## src/rtl/axi_pkt_framer_if.sv

```systemverilog
// AXI-Stream style beat bundle shared by the framer input and output.
// Master drives the beat; slave drives tready back.
interface axi_pkt_framer_if #(
    parameter int DATA_W = 32,
    parameter int USER_W = 8
);
    logic [DATA_W-1:0] tdata;
    logic [USER_W-1:0] tuser;
    logic              tvalid;
    logic              tlast;
    logic              tready;

    modport master (
        output tdata,
        output tuser,
        output tvalid,
        output tlast,
        input  tready
    );

    modport slave (
        input  tdata,
        input  tuser,
        input  tvalid,
        input  tlast,
        output tready
    );
endinterface

```

## src/rtl/axi_pkt_framer.sv

```systemverilog
// Wraps each tlast-delimited packet in a header (sync, source, sequence)
// and a trailer (word count, xor checksum) through one output register.
module axi_pkt_framer #(
    parameter int          DATA_W = 32,
    parameter int          USER_W = 8,
    parameter logic [7:0]  SRC_ID = 8'h00
) (
    input  logic             clk,
    input  logic             rst,
    axi_pkt_framer_if.slave  s,
    axi_pkt_framer_if.master m,
    output logic [7:0]       seq_num
);

    typedef enum logic [1:0] {
        IDLE,
        PAY,
        TRL
    } state_t;

    state_t            state;
    logic [15:0]       count;
    logic [15:0]       chk;
    logic              slot_free;
    logic [15:0]       fold;
    logic [15:0]       count_inc;
    logic [DATA_W-1:0] hdr;
    logic [DATA_W-1:0] trl;

    assign slot_free = !m.tvalid || m.tready;
    assign s.tready  = (state == PAY) && slot_free;
    assign fold      = s.tdata[31:16] ^ s.tdata[15:0];
    assign count_inc = (count == 16'hFFFF) ? count : count + 16'd1;

    // Bits above 31 of framing words stay zero for wide buses.
    always_comb begin
        hdr       = '0;
        hdr[31:0] = {16'hA55A, SRC_ID, seq_num};
        trl       = '0;
        trl[31:0] = {count, chk};
    end

    always_ff @(posedge clk or negedge rst) begin
        if (!rst) begin
            state    <= IDLE;
            m.tvalid <= 1'b0;
            m.tlast  <= 1'b0;
            m.tdata  <= '0;
            m.tuser  <= '0;
            seq_num  <= 8'd0;
            count    <= 16'd0;
            chk      <= 16'd0;
        end else if (slot_free) begin
            m.tvalid <= 1'b0;
            m.tlast  <= 1'b0;
            unique case (state)
                IDLE: begin
                    // Header is launched on sight of data; the beat waits.
                    if (s.tvalid) begin
                        m.tdata  <= hdr;
                        m.tuser  <= '0;
                        m.tvalid <= 1'b1;
                        state    <= PAY;
                    end
                end
                PAY: begin
                    if (s.tvalid) begin
                        m.tdata  <= s.tdata;
                        m.tuser  <= s.tuser;
                        m.tvalid <= 1'b1;
                        count    <= count_inc;
                        chk      <= chk ^ fold;
                        if (s.tlast) begin
                            state <= TRL;
                        end
                    end
                end
                TRL: begin
                    m.tdata  <= trl;
                    m.tuser  <= '0;
                    m.tlast  <= 1'b1;
                    m.tvalid <= 1'b1;
                    seq_num  <= seq_num + 8'd1;
                    count    <= 16'd0;
                    chk      <= 16'd0;
                    state    <= IDLE;
                end
                default: state <= IDLE;
            endcase
        end
    end

endmodule

```

## src/flat_wrapper.sv

```systemverilog
// flat-port wrapper written by rule: the top's interface ports become plain ports
module axi_pkt_framer_flat 
#(
    parameter int          DATA_W = 32,
    parameter int          USER_W = 8,
    parameter logic [7:0]  SRC_ID = 8'h00
)
  (clk, rst, seq_num, s_tdata, s_tuser, s_tvalid, s_tlast, s_tready, m_tdata, m_tuser, m_tvalid, m_tlast, m_tready);
  axi_pkt_framer_if #(.DATA_W(DATA_W), .USER_W(USER_W)) s_i ();
  axi_pkt_framer_if #(.DATA_W(DATA_W), .USER_W(USER_W)) m_i ();
  input  logic clk;
  input  logic rst;
  output logic [7:0] seq_num;
  input wire logic [$bits(s_i.tdata)-1:0] s_tdata;
  input wire logic [$bits(s_i.tuser)-1:0] s_tuser;
  input wire logic [$bits(s_i.tvalid)-1:0] s_tvalid;
  input wire logic [$bits(s_i.tlast)-1:0] s_tlast;
  output wire logic [$bits(s_i.tready)-1:0] s_tready;
  output wire logic [$bits(m_i.tdata)-1:0] m_tdata;
  output wire logic [$bits(m_i.tuser)-1:0] m_tuser;
  output wire logic [$bits(m_i.tvalid)-1:0] m_tvalid;
  output wire logic [$bits(m_i.tlast)-1:0] m_tlast;
  input wire logic [$bits(m_i.tready)-1:0] m_tready;
  assign s_i.tdata = s_tdata;
  assign s_i.tuser = s_tuser;
  assign s_i.tvalid = s_tvalid;
  assign s_i.tlast = s_tlast;
  assign s_tready = s_i.tready;
  assign m_tdata = m_i.tdata;
  assign m_tuser = m_i.tuser;
  assign m_tvalid = m_i.tvalid;
  assign m_tlast = m_i.tlast;
  assign m_i.tready = m_tready;
  axi_pkt_framer #(.DATA_W(DATA_W), .USER_W(USER_W), .SRC_ID(SRC_ID)) u_core (.clk(clk), .rst(rst), .s(s_i), .m(m_i), .seq_num(seq_num));
endmodule
```

## config.mk

```make
export PLATFORM = sky130hd
export DESIGN_NAME = axi_pkt_framer_flat
export DESIGN_NICKNAME = d
export VERILOG_FILES = /design/src/rtl/axi_pkt_framer_if.sv /design/src/rtl/axi_pkt_framer.sv /design/src/flat_wrapper.sv
export SDC_FILE = /design/constraint.sdc
export NUM_CORES = 1
export LEC_CHECK = 0
export CORE_ASPECT_RATIO = 2
export CORE_MARGIN = 2
export CORE_UTILIZATION = 50
export DETAILED_ROUTE_END_ITERATION = 12
export DONT_BUFFER_PORTS = 1
export PLACE_DENSITY = 0.64
export SLEW_MARGIN = 15
export SYNTH_ARGS = -nofsm -noshare
export SYNTH_HDL_FRONTEND = slang
export SYNTH_SLANG_ARGS = --single-unit
```

## constraint.sdc

```tcl
create_clock -name clk -period 1.8 [get_ports clk]
set_input_delay 0.36 -clock clk [delete_from_list [all_inputs] [get_ports clk]]
set_output_delay 0.36 -clock clk [all_outputs]
set_load 0.03 [all_outputs]
```

==> impl_metrics.env, run 1 <==
export IMPL_core_area_mm2=0.00859
export IMPL_seq_area_mm2=0.00211
export IMPL_tightest_slew_ns=0.425
export IMPL_yosys_warnings=0
export IMPL_skew_ns=0.00507
export IMPL_cts_root_buf="clkbuf_16"
export IMPL_report_final_slew_viol_count=0
export IMPL_critPathCaptureType="flop"
export IMPL_finalCritPeriodShare_pct=102
export IMPL_cts_tree="built"
export IMPL_numCtsBuffers=9
export IMPL_grt_ovfl_total=0
export IMPL_grt_pass1_vias=3691
export IMPL_fin_ws_ns=-0.0382
export IMPL_synth_seq_cells=84
export IMPL_status="complete, but fails checks"
export IMPL_die_width_um=70.3
export IMPL_dr_pass1_iters=4
export IMPL_io_buffers=0
export IMPL_power_density_mw_per_mm2=2160
export IMPL_cap_violations=0
export IMPL_place_area_mm2=0.00482
export IMPL_comb_power_share_pct=51.7
export IMPL_finalSetupViolCount=9
export IMPL_floorplan_initialDensity_pct=51.1
export IMPL_finalNetCount=562
export IMPL_path_max_fanout=7
export IMPL_grt_max_degree=85
export IMPL_power_share_switching_pct=45.6
export IMPL_synthCells=466
export IMPL_p_clk_share_pct=15.2
export IMPL_synthToLayoutAreaGrowth_pct=30.2
export IMPL_finalCriticalPeriod_ns=1.84
export IMPL_synth_most_common_cell="dfrtp_1"
export IMPL_fin_hold_ws_ns=-0.296
export IMPL_synth_area_top_cells="dfrtp_1, xnor2_1, nand2_1"
export IMPL_synth_edf_count=0
export IMPL_switchingPower_uw=5610
export IMPL_hold_path_class="in -> async"
export IMPL_ys_seq_area_share_pct=47.9
export IMPL_io_pins=96
export IMPL_ys_async_sr_fraction_pct=100
export IMPL_seq_power_share_pct=33.1
export IMPL_violations="hold timing, setup timing"
export IMPL_crit_type="reg -> reg"
export IMPL_cts_sinks=84
export IMPL_dp_cells=581
export IMPL_drc=0
export IMPL_intPower_uw=6710
export IMPL_grt_use_total_pct=26.0
export IMPL_synth_cell_type_count=50
export IMPL_crit_required_ns=2.03
export IMPL_ys_top_cells_by_count="dfrtp_1, nand2_1, xnor2_1, o21ai_1, nor2_1"
export IMPL_fmax_mhz=544
export IMPL_syn_num_nets=517
export IMPL_fin_cells=616
export IMPL_drive_gt1_share_pct=31.8
export IMPL_totalWireLength_um=12500
export IMPL_htree_levels=3
export IMPL_dp_hpwl_um=8520
export IMPL_n_antenna_cell=0
export IMPL_synth_ff_type="dfrtp_1"
export IMPL_wl_per_cell_um=20.4
export IMPL_synth_cell_area_mm2=0.00439
export IMPL_die_h_um=137
export IMPL_fillers=666
export IMPL_finalHoldViolCount=84
export IMPL_slew_headroom_pct=71.7
export IMPL_drtIter0Drc=355
export IMPL_crit_arrival_ns=2.07
export IMPL_ir_drop_mv=0.899
export IMPL_multi_input_area_mm2=0.00241
export IMPL_die_area_mm2=0.00959
export IMPL_synth_top_cell_area_share_pct=47.9
export IMPL_final_area_mm2=0.00571
export IMPL_clk_latency_ns=0.34
export IMPL_clk_pin_slew_worst_paths_ns=0.06
export IMPL_yosys_area_top_type="dfrtp_1"
export IMPL_p_leak_uw=0.00248
export IMPL_postSynthAreaPerCell_um2=9.42
export IMPL_setup_tns_ns=-0.110
export IMPL_clockBufferDepth=2
export IMPL_avgViaCountPerCell=6.20
export IMPL_rsz0062_at_grt="yes"
export IMPL_via_count=3820
export IMPL_ant_nets=0
export IMPL_gp_congestion=0.928
export IMPL_grt_pass1_wl_um=19200
export IMPL_antenna_found_initial=0
export IMPL_fp_row_count=48
export IMPL_cp_start_kind="flop"
stage by stage:
stage / setup slack (ns) / hold WS [ns] / utilization (%) / power (µW)
final: -0.0382 / -0.296 / 66.5 / 12300
after global routing: -0.117 / -0.306 / 66.5 / 13000
after CTS: -0.0342 / -0.300 / 61.3 / 11300
after detailed placement: -0.124 / 0.0668 / 56.1 / 9030
after global placement: -0.0951 / 0.0662 / 56.1 / 8880
after floorplan: -0.0671 / 0.0644 / - / 7270
sequential cells by signal, indices dropped and copies added, names as in the netlist:
signal	flops
u_core.chk	16
u_core.count	16
u_core.m.tdata	32
u_core.m.tlast	1
u_core.m.tuser	8
u_core.m.tvalid	1
u_core.seq_num	8
u_core.state	2
cells in the final DEF (no fill, tap or decap), types with 3 or more instances in the layout:
master / n
dfrtp_1: 81
buf_4: 51
nand2_1: 48
xnor2_1: 37
nor2_1: 23
nor4_1: 20
o21ai_2: 19
nand2_2: 18
a22o_1: 16
o21ai_1: 15
clkbuf_16: 13
a22oi_1: 12
a21oi_1: 9
o21ai_0: 9
nand4_1: 9
a21o_1: 8
nand2_4: 8
nor3_1: 7
buf_6: 7
buf_8: 6
inv_1: 5
mux2i_1: 5
o2bb2ai_1: 5
a211o_1: 5
a22oi_2: 4
a21oi_2: 4
nand3_1: 4
buf_12: 4
inv_2: 3
o211ai_1: 3
nor3b_1: 3
nor4b_1: 3
mux2_1: 3
ha_1: 3
dfrtp_2: 3
power by group through the flow:
| stage | clock network, µW | logic (µW) | registers (µW) |
|---|---|---|---|
| after global placement | 0 | 4890 | 4000 |
| after global routing | 1980 | 6900 | 4160 |
| after floorplan | 0 | 3250 | 4020 |
| after detailed placement | 0 | 4980 | 4040 |
| final | 1870 | 6380 | 4080 |
| after CTS | 1900 | 5410 | 4000 |
worst max-delay path, cell delays in order, from the launching register on:
cell and delay [ns]:
dfrtp_1 0.40, inv_2 0.08, ha_4 0.16, buf_12 0.14, nor2_4 0.03, o211ai_1 0.34, buf_4 0.24, buf_12 0.13
a21oi_1 0.04, a21o_1 0.16
cell families (layout without fill, tap and decap cells):
family	after synthesis	count (layout)	share of synthesized area, %
AOI/OAI and AO/OA	119	119	18.0
adders and majority gates	6	6	1.71
DFF	84	84	47.9
and+or+nand+nor	162	162	18.0
muxes	9	9	2.22
buffers and inverters	47	97	4.39
xor gates and xnor gates	39	39	7.78
metal layers:
layer	global-route usage [%]	share of wire [%]
met1	29.1	35
met2	45.8	55
met3	5.82	6.2
met4	13.0	3.1
met5	0	0
final timing paths:
path                                                  start                             end  slack (ns)  cells after the start
max in group asynchronous                               rst   u_core.seq_num[3]$_DFFE_PN0P_        1.97                      0
min in group clk                                 s_tuser[0]   u_core.m.tuser[0]$_DFFE_PN0P_        0.15                      2
worst max register to register  u_core.state[1]$_DFFE_PN0P_  u_core.m.tdata[22]$_DFFE_PN0P_       -0.04                      9
worst min-delay path                                    rst  u_core.m.tdata[28]$_DFFE_PN0P_       -0.30                      0
worst max-delay path            u_core.state[1]$_DFFE_PN0P_  u_core.m.tdata[22]$_DFFE_PN0P_       -0.04                      9
worst min register to register    u_core.chk[1]$_DFFE_PN0P_       u_core.chk[1]$_DFFE_PN0P_        0.56                      2
repair_timing:
action / in CTS / in global routing
cloned: 3 / 3
setup endpoints to repair: 21 / 60
resized for setup: 16 / 93
endpoints found under the hold margin: 84 / 84
setup buffers: 6 / 9
pin swaps: 1 / 12
area by class of cell:
cell class | instances | area share [%]
clock buffer | 11 | 4.25
clock inverter | 5 | 1.05
inverter | 9 | 0.723
multi-input combinational | 335 | 42.1
sequential | 84 | 36.9
tap | 100 | 2.19
timing repair buffer | 72 | 12.8
Power figures use the tool's default switching activity.
==> run 2: changes to the inputs <==
--- a/config.mk
+++ b/config.mk
@@ -5,11 +5,13 @@
 export SDC_FILE = /design/constraint.sdc
 export NUM_CORES = 1
 export LEC_CHECK = 0
+export ABC_CLOCK_PERIOD_IN_PS = 1800
 export CORE_ASPECT_RATIO = 2
 export CORE_MARGIN = 2
 export CORE_UTILIZATION = 50
 export DETAILED_ROUTE_END_ITERATION = 12
 export DONT_BUFFER_PORTS = 1
+export MAX_ROUTING_LAYER = met4
 export PLACE_DENSITY = 0.64
 export SLEW_MARGIN = 15
 export SYNTH_ARGS = -nofsm -noshare
==> run 2 against run 1 <==
Compared with the run above: the flow finishes with violations (hold timing); total power decreased by 5.6%; die area stayed put; core utilization down 4.1 points; clock skew up 0.0030 ns; combinational power fell by 12%; routed wire length is 4.2% lower; sequential cell count stayed put; first-iteration DRC count fell by 24%; clock power grew 8%; highest routed layer unchanged.
==> impl_metrics.env, run 2 (synthesis gave the netlist of run 1 again) <==
export IMPL_dr_wl_met3_um=781
export IMPL_tightest_slew_ns=0.429
export IMPL_r2r_start="u_core.state[0]$_DFFE_PN0P_"
export IMPL_ir_drop_mv=1.11
export IMPL_p_leak_uw=0.00232
export IMPL_dp_hpwl_um=8600
export IMPL_totalWireLength_um=12000
export IMPL_crit_type="reg -> out"
export IMPL_fin_ws_ns=0.0415
export IMPL_fmax_mhz=569
export IMPL_m1WireLength_um=4300
export IMPL_total_power_uw=11600
export IMPL_dr_pass1_iters=7
export IMPL_cts_root_buf="clkbuf_16"
export IMPL_fin_hold_ws_ns=-0.292
export IMPL_grt_max_degree=85
export IMPL_drtIter0Drc=269
export IMPL_cts_sinks=84
export IMPL_largest_reg_flops=32
export IMPL_r2r_worst_path_cells=7
export IMPL_drive_gt1_share_pct=19.8
export IMPL_crit_arrival_ns=1.40
export IMPL_power_density_mw_per_mm2=2170
export IMPL_critPathSlowestCell="dfrtp_1"
export IMPL_io_buffers=0
export IMPL_dp_cells=581
export IMPL_clockBufferDepth=2
export IMPL_htree_levels=3
export IMPL_core_area_mm2=0.00859
export IMPL_clk_pin_slew_worst_paths_ns=0.06
export IMPL_antenna_found_initial=0
export IMPL_cp_num_buf_inv=4
export IMPL_path_max_fanout=18
export IMPL_grt_pass1_wl_um=19300
export IMPL_status="complete, but fails checks"
export IMPL_finalCritPeriodShare_pct=97.7
export IMPL_cp_start_kind="flop"
export IMPL_crit_required_ns=1.44
export IMPL_fp_row_count=48
export IMPL_via_count=3742
export IMPL_wl_met2_um=6510
export IMPL_hold_path_class="in -> async"
export IMPL_finalSetupViolCount=0
export IMPL_reg2reg_to="u_core.m.tdata[24]$_DFFE_PN0P_"
export IMPL_cap_violations=0
export IMPL_skew_ns=0.00807
export IMPL_slew_headroom_pct=71.4
export IMPL_largest_register="u_core.m.tdata"
export IMPL_top_layer="met4"
export IMPL_finalHoldViolCount=84
export IMPL_fin_cells=604
export IMPL_report_final_slew_viol_count=0
export IMPL_floorplan_initialDensity_pct=51.1
export IMPL_drc=0
export IMPL_die_width_um=70.3
export IMPL_final_common_cell="dfrtp_1"
export IMPL_worstPathCellList="inv_2 -> ha_4 -> buf_12 -> inv_12 -> nor2_4 -> buf_6"
export IMPL_clk_latency_ns=0.34
export IMPL_wl_per_cell_um=19.9
export IMPL_fillers=735
export IMPL_crit_family="flip-flops"
export IMPL_final_area_mm2=0.00537
export IMPL_n_antenna_cell=0
export IMPL_numCtsBuffers=9
export IMPL_grt_ovfl_total=0
export IMPL_mostFrequentLayoutCells="dfrtp_1, nand2_1, buf_4"
export IMPL_io_pins=96
export IMPL_r2r_setup_slack_ns=0.05
export IMPL_max_stage_delay_ns=0.40
export IMPL_grt_use_total_pct=26.6
export IMPL_die_h_um=137
export IMPL_critPathCaptureType="output pin"
export IMPL_finalNetCount=550
export IMPL_place_area_mm2=0.00482
export IMPL_gp_congestion=0.943
export IMPL_die_area_mm2=0.00959
export IMPL_rsz0062_at_grt="yes"
export IMPL_cts_tree="built"
export IMPL_dp_slack_ns=-0.0632
export IMPL_synthToLayoutAreaGrowth_pct=22.2
export IMPL_finalCriticalPeriod_ns=1.76
export IMPL_avgViaCountPerCell=6.20
export IMPL_largestRegisters="u_core.m.tdata (32), u_core.chk (16), u_core.count (16)"
export IMPL_grt_pass1_vias=3729
export IMPL_ant_nets=0
export IMPL_violations="hold timing"
-- run 2: cell count changes in the layout (fill, tap and decap cells not counted), sizes merged --
| cell | before | now |
|---|---|---|
| bufinv | 1 | 2 |
| clkbuf | 15 | 12 |
| buf | 68 | 58 |
| bufbuf | 0 | 1 |
| inv | 10 | 9 |
-- run 2: report_power, final --
part	internal, µW	switching, µW	leakage [µW]
registers	2650	1350	0.00105
logic	2570	3040	0.00111
clock network	1260	763	0.000156
-- run 2: through the flow --
stage / hold slack [ns] / TNS [ns] / utilization [%]
final: -0.292 / 0 / 62.5
after global routing: -0.304 / -0.0394 / 62.5
after CTS: -0.300 / 0 / 61.3
after detailed placement: 0.0665 / -1.26 / 56.1
after global placement: 0.0667 / 0 / 56.1
after floorplan: 0.0644 / -0.325 / -
-- run 2: routing by layer --
| layer | GRT usage (%) | vias to the layer above |
|---|---|---|
| met3 | 6.48 | 30 |
| met1 | 29.2 | 1845 |
| met5 | - | - |
| met4 | 11.2 | 0 |
| met2 | 45.5 | 143 |
| li1 | - | 1724 |
-- run 2: how the worst max path moves through the flow --
stage	from	endpoint	cells after the start
floorplan	u_core.state[1]$_DFFE_PN0P_	u_core.count[10]$_DFFE_PN0P_	8
finish	u_core.state[1]$_DFFE_PN0P_	s_tready	6
detailed placement	u_core.state[1]$_DFFE_PN0P_	u_core.chk[12]$_DFFE_PN0P_	7
global placement	u_core.state[0]$_DFFE_PN0P_	u_core.m.tdata[29]$_DFFE_PN0P_	7
CTS	u_core.state[0]$_DFFE_PN0P_	u_core.m.tdata[23]$_DFFE_PN0P_	10
global route	u_core.state[1]$_DFFE_PN0P_	u_core.m.tdata[23]$_DFFE_PN0P_	10
-- run 2: area by class of cell --
| cell class | count | area, µm² | area share [%] |
|---|---|---|---|
| Clock inverter | 5 | 85.1 | 1.59 |
| Inverter | 9 | 46.3 | 0.863 |
| Clock buffer | 11 | 243 | 4.52 |
| Multi-Input combinational cell | 335 | 2190 | 40.9 |
| Tap cell | 100 | 125 | 2.33 |
| Sequential cell | 84 | 2100 | 39.2 |
| Timing Repair Buffer | 60 | 571 | 10.6 |
-- run 2: what timing repair did --
item | in CTS | in global routing
cloned | 1 | 1
hold endpoints to repair | 84 | 84
setup buffers | 4 | 1
pin swaps | 2 | 2
resized for setup | 14 | 16
setup endpoints to repair | 58 | 67
